### src/rtl/mem_bus_arbiter.sv
// mem_bus_arbiter: shares one single-port RAM/IO page between the core (M0) and a loader/DMA (M1).
// Optional M1 burst lock is compiled in when MEM_ARB_LOCK_EN is defined.
`timescale 1ns/1ps
module mem_bus_arbiter #(
  parameter int ADDR_W       = 32,
  parameter int STARVE_LIMIT = 8,
  parameter int CNT_W        = 4
) (
  input  logic              clk,
  input  logic              resetn,
  input  logic [ADDR_W-1:0] m0_addr,
  input  logic [31:0]       m0_wdata,
  input  logic [3:0]        m0_wmask,
  input  logic              m0_rstrb,
  output logic              m0_gnt,
  output logic [31:0]       m0_rdata,
  output logic              m0_rvalid,
  input  logic [ADDR_W-1:0] m1_addr,
  input  logic [31:0]       m1_wdata,
  input  logic [3:0]        m1_wmask,
  input  logic              m1_rstrb,
`ifdef MEM_ARB_LOCK_EN
  input  logic              m1_lock,
`endif
  output logic              m1_gnt,
  output logic [31:0]       m1_rdata,
  output logic              m1_rvalid,
  output logic [ADDR_W-1:0] mem_addr,
  output logic [31:0]       mem_wdata,
  output logic [3:0]        mem_wmask,
  output logic              mem_rstrb,
  input  logic [31:0]       mem_rdata
);

  localparam logic [CNT_W-1:0] LIMIT_C = CNT_W'(STARVE_LIMIT);

  logic             m0_req_s;
  logic             m1_req_s;
  logic             starved_s;
  logic             lock_act_s;
  logic             m0_gnt_s;
  logic             m1_gnt_s;
  logic             rd_issue_s;
  logic [CNT_W-1:0] starve_cnt_r;
  logic [CNT_W-1:0] starve_cnt_nxt_s;
  logic             rd_valid_r;
  logic             rd_id_r;

  assign m0_req_s  = m0_rstrb | (|m0_wmask);
  assign m1_req_s  = m1_rstrb | (|m1_wmask);
  assign starved_s = m1_req_s & (starve_cnt_r == LIMIT_C);

`ifdef MEM_ARB_LOCK_EN
  logic m1_last_r;

  // A lock only continues an M1 grant that already happened last cycle.
  assign lock_act_s = m1_lock & m1_req_s & m1_last_r;

  // Remember whether M1 owned the bus in the previous cycle.
  always_ff @(posedge clk or negedge resetn) begin
    if (!resetn) begin
      m1_last_r <= 1'b0;
    end else begin
      m1_last_r <= m1_gnt_s;
    end
  end
`else
  assign lock_act_s = 1'b0;
`endif

  // Fixed priority to M0, overridden by starvation or an active M1 lock; nothing granted in reset.
  always_comb begin
    m0_gnt_s = 1'b0;
    m1_gnt_s = 1'b0;
    if (!resetn) begin
      m0_gnt_s = 1'b0;
      m1_gnt_s = 1'b0;
    end else if (m1_req_s && (!m0_req_s || starved_s || lock_act_s)) begin
      m1_gnt_s = 1'b1;
    end else if (m0_req_s) begin
      m0_gnt_s = 1'b1;
    end else begin
      m0_gnt_s = 1'b0;
      m1_gnt_s = 1'b0;
    end
  end

  // Steer the granted master onto the memory port; idle bus is driven to zero.
  always_comb begin
    mem_addr  = {ADDR_W{1'b0}};
    mem_wdata = 32'h0000_0000;
    mem_wmask = 4'b0000;
    mem_rstrb = 1'b0;
    case ({m1_gnt_s, m0_gnt_s})
      2'b01: begin
        mem_addr  = m0_addr;
        mem_wdata = m0_wdata;
        mem_wmask = m0_wmask;
        mem_rstrb = m0_rstrb;
      end
      2'b10: begin
        mem_addr  = m1_addr;
        mem_wdata = m1_wdata;
        mem_wmask = m1_wmask;
        mem_rstrb = m1_rstrb;
      end
      default: begin
        mem_addr  = {ADDR_W{1'b0}};
        mem_wdata = 32'h0000_0000;
        mem_wmask = 4'b0000;
        mem_rstrb = 1'b0;
      end
    endcase
  end

  // Count cycles M1 has waited; a lock freezes the count, a grant or idle M1 clears it.
  always_comb begin
    starve_cnt_nxt_s = starve_cnt_r;
    if (lock_act_s) begin
      starve_cnt_nxt_s = starve_cnt_r;
    end else if (!m1_req_s || m1_gnt_s) begin
      starve_cnt_nxt_s = {CNT_W{1'b0}};
    end else if (starve_cnt_r == LIMIT_C) begin
      starve_cnt_nxt_s = starve_cnt_r;
    end else begin
      starve_cnt_nxt_s = starve_cnt_r + {{(CNT_W-1){1'b0}}, 1'b1};
    end
  end

  assign rd_issue_s = (m0_gnt_s & m0_rstrb) | (m1_gnt_s & m1_rstrb);

  // Starvation counter and read-return owner tag.
  always_ff @(posedge clk or negedge resetn) begin
    if (!resetn) begin
      starve_cnt_r <= {CNT_W{1'b0}};
      rd_valid_r   <= 1'b0;
      rd_id_r      <= 1'b0;
    end else begin
      starve_cnt_r <= starve_cnt_nxt_s;
      rd_valid_r   <= rd_issue_s;
      rd_id_r      <= m1_gnt_s;
    end
  end

  assign m0_gnt    = m0_gnt_s;
  assign m1_gnt    = m1_gnt_s;
  assign m0_rvalid = rd_valid_r & ~rd_id_r;
  assign m1_rvalid = rd_valid_r & rd_id_r;
  // Read data is broadcast; the rvalid qualifies which master consumes it.
  assign m0_rdata  = mem_rdata;
  assign m1_rdata  = mem_rdata;

endmodule

### config.mk
export PLATFORM = sky130hd
export DESIGN_NAME = mem_bus_arbiter
export DESIGN_NICKNAME = d
export VERILOG_FILES = /design/src/rtl/mem_bus_arbiter.sv
export SDC_FILE = /design/constraint.sdc
export NUM_CORES = 1
export LEC_CHECK = 0
export CELL_PAD_IN_SITES_DETAIL_PLACEMENT = 0
export CELL_PAD_IN_SITES_GLOBAL_PLACEMENT = 2
export CORE_MARGIN = 1.5
export CORE_UTILIZATION = 10
export CTS_BUF_LIST = sky130_fd_sc_hd__clkbuf_4 sky130_fd_sc_hd__clkbuf_8 sky130_fd_sc_hd__clkbuf_16
export DETAILED_ROUTE_END_ITERATION = 8
export GPL_ROUTABILITY_DRIVEN = 0
export GPL_TIMING_DRIVEN = 1
export PLACE_DENSITY = 0.95
export SLEW_MARGIN = 40
export SYNTH_ARGS = -nofsm -noshare
export SYNTH_HDL_FRONTEND = slang
export SYNTH_SLANG_ARGS = --single-unit
### constraint.sdc
create_clock -name clk -period 3.5 [get_ports clk]
set_clock_uncertainty 0.15 [all_clocks]
set_input_delay 0.525 -clock clk [delete_from_list [all_inputs] [get_ports clk]]
set_output_delay 0.525 -clock clk [all_outputs]
set_load 0.05 [all_outputs]
==> impl_metrics.json <==
{
  "run_status": "complete, no violations",
  "place_ws_ns": -0.241,
  "peakVddDrop_uv": 292,
  "leakage_nw": 1.84,
  "clock_path_buffers": 2,
  "antenna_cells": 0,
  "switching_share_pct": 50.9,
  "die_area_um2": 18600,
  "drtIter0Drc": 69,
  "drc_errors": 0,
  "slew_headroom_pct": 67.4,
  "die_h_um": 137,
  "period_minus_slack_ns": 3.45,
  "htreeDepth": 1,
  "clkLatencyLatePin_ns": 0.23,
  "fin_tns_setup_ns": 0,
  "cts_tree": "yes",
  "syn-num-nets": 446,
  "yosysSeqAreaShare_pct": 8.42,
  "grt_overflow": 0,
  "crit_family": "simple AND/OR/NAND/NOR gates",
  "drt-total-wl_um": 9780,
  "place_area_um2": 4510,
  "finalMaxSlewViolations": 0,
  "antenna_found_initial": 0,
  "ys_types": 28,
  "cts_sinks": 6,
  "synth_area_um2": 1780,
  "p_clk_share_pct": 9.4,
  "startpoint": "m0_wmask[1]",
  "maxCapViolCount": 0,
  "grt_pass1_vias": 2632,
  "rrSetupSlack_ns": 1.68,
  "holdBufCountCts": 0,
  "grt_max_degree": 23,
  "synth_top_family_by_area": "buffers and inverters",
  "start_kind": "input pin",
  "grt_pass1_wl_um": 14000,
  "synthSimpleGateAreaFrac_pct": 20.4,
  "ant_nets": 0,
  "synth.avg_cell_area_um2": 6.60,
  "fmax_mhz": 290,
  "std_cell_rows": 48,
  "path_cells": "clkdlybuf4s15_1, or4_4, o21ai_4, nand2_2, or2_4, ha_4, buf_12, buf_12, a22oi_1, nor2_4, buf_4",
  "finalCritPeriodShare_pct": 98.7,
  "drtPass1Iterations": 4,
  "ios": 309,
  "cpMostUsedCell": "buf_12",
  "clk_pin_slew_worst_paths_ns": 0.03,
  "netlist_instances": 270,
  "seq_power_share_pct": 6.3,
  "crit_buf_inv": 4,
  "synth_fa_ha_area_share_pct": 2.81,
  "synth_xor_area_share_pct": 1.47,
  "p_int_mw": 0.958,
  "critPathMaxStageDelay_ns": 0.56,
  "endpoint_kind": "output port",
  "tightest_slew_ns": 0.487,
  "port_buffers": 212,
  "yosysWarnings": 0,
  "vias": 2576,
  "timing.rr.start": "starve_cnt_r[0]",
  "cpMaxStageDelayCell": "or4_4",
  "finalHoldViolCount": 0,
  "grt_setup_unrepaired": "true",
  "finalPower_mw": 1.95,
  "cp_max_fo": 16,
  "combPwrFrac_pct": 84.3,
  "core_area_um2": 17400,
  "wl_per_cell_um": 14.7,
  "worst_ep_arrival_time_ns": 2.78,
  "root_buffer": "clkbuf_16",
  "numCtsBuffers": 3,
  "fin_area_um2": 4920,
  "ys_ff_latch": 6,
  "initial_core_util_pct": 10.3,
  "die_w_um": 137,
  "layout-drive-gt1-share_pct": 51.5,
  "power_density_nw_per_um2": 397,
  "synthMuxAreaShare_pct": 0.561,
  "hp-class": "in2async",
  "synth-compound-area-share_pct": 33.1,
  "crit_type": "in2out",
  "switching_power_mw": 0.992,
  "globalRouteTotalUtil_pct": 9.65,
  "hpwl_um": 7590,
  "cp.required_ns": 2.82,
  "area_delta_synth_final_pct": 176,
  "worst_slack_ns": 0.0472,
  "n_fill_cell": 1801,
  "nNetsFinal": 619,
  "setup_viol": 0,
  "routed_via_density": 3.87
}
-- Yosys cell counts, drive strengths merged --
master	instances	share of area, %
a211oi	2	0.84
a21oi	1	0.28
a22oi	69	29
and2	1	0.35
buf	70	28
clkbuf	19	4.0
dfrtp	6	8.4
ha	4	2.8
inv	4	0.84
mux2i	1	0.56
nand2	3	0.77
nand3	2	0.56
nand3b	1	0.42
nor2	74	16
nor2b	1	0.35
o211a	1	0.56
o21ai	2	1.2
o22a	2	1.1
or2	2	0.70
or4	2	1.3
xnor2	1	0.49
xor2	2	0.98
-- cell usage in the layout (no fill, tap or decap), drive strengths merged, types with 2 or more instances in the layout --
cell,n
ha,4
xor2,2
or2,2
dlygate4sd2,5
clkdlybuf4s50,133
or4,2
inv,4
buf,112
nand3,2
o22a,2
dfrtp,6
nor2,74
a22oi,69
nand2,3
clkbuf,8
o21ai,2
a211oi,2
-- worst paths after layout --
path / end / cells after the start
max in group asynchronous: starve_cnt_r[1] / 2
setup reg to reg: rd_id_r / 8
hold reg to reg: starve_cnt_r[2] / 3
min in group clk: starve_cnt_r[2] / 3
hold / removal: rd_id_r / 1
setup / recovery: mem_addr[9] / 11
-- cells by family (layout without fill, tap and decap cells) --
logic type                 Yosys count  count (layout)
DFF                                  6               6
buffers and inverters               93             264
adders and majority gates            4               4
muxes                                1               1
AOI/OAI and AO/OA                   77              77
xor gates and xnor gates             3               3
and+or+nand+nor                     86              86
-- per-stage QoR --
| step | std cells | hold slack (ns) | utilization (%) |
|---|---|---|---|
| 2_1_floorplan | 270 | 0.0794 | - |
| 3_3_place_gp | 656 | 0.446 | 26.0 |
| 3_5_place_dp | 656 | 0.441 | 26.0 |
| 4_1_cts | 661 | 0.358 | 27.7 |
| 5_1_grt | 666 | 0.364 | 28.3 |
| 6_report | 666 | 0.358 | 28.3 |
-- worst register-to-register path, delay by kind of cell, from the launching register on --
family | cells | cell delay, ns
buf+inv | 3 | 0.37
simple gates | 3 | 0.51
compound gates | 1 | 0.16
flops | 1 | 0.42
fa+ha+maj | 1 | 0.14
-- layout make-up --
| type | instances | area, um^2 | area share (%) |
|---|---|---|---|
| Timing Repair Buffer | 257 | 2720 | 55.4 |
| Multi-Input combinational cell | 171 | 1670 | 34.0 |
| Tap cell | 225 | 282 | 5.73 |
| Sequential cell | 6 | 150 | 3.05 |
| Clock buffer | 3 | 75.1 | 1.53 |
| Inverter | 4 | 15.0 | 0.305 |
-- sequential cells by signal (all words and copies together) (netlist names) --
register,cells
starve_cnt_r,4
rd_id_r,1
rd_valid_r,1
-- repair_timing --
item                       4_1_cts  5_1_grt
gates cloned                     2        2
resized for setup               47       13
setup buffers                    0        3
setup endpoints to repair       69       42
pin swaps                        5        6
-- routing by layer --
layer | global-route usage, % | up-vias | share of wire, % | routed length, um
met2 | 16.6 | 141 | 50 | 4850
met1 | 11.4 | 1167 | 38 | 3720
met4 | 3.61 | 0 | 2.9 | 286
met5 | 0 | - | 0 | 0
li1 | - | 1232 | - | -
met3 | 2.67 | 36 | 9.4 | 919
-- power by group through the flow --
stage                     combinational [mW]  sequential (mW)  clock, mW
after global placement                  1.54            0.124          0
after detailed placement                1.54            0.123          0
after global routing                    1.73            0.127      0.191
after CTS                               1.61            0.123      0.187
after floorplan                         1.13            0.118          0
final                                   1.64            0.123      0.184
Note: power is estimated with default switching activity, not from simulation.
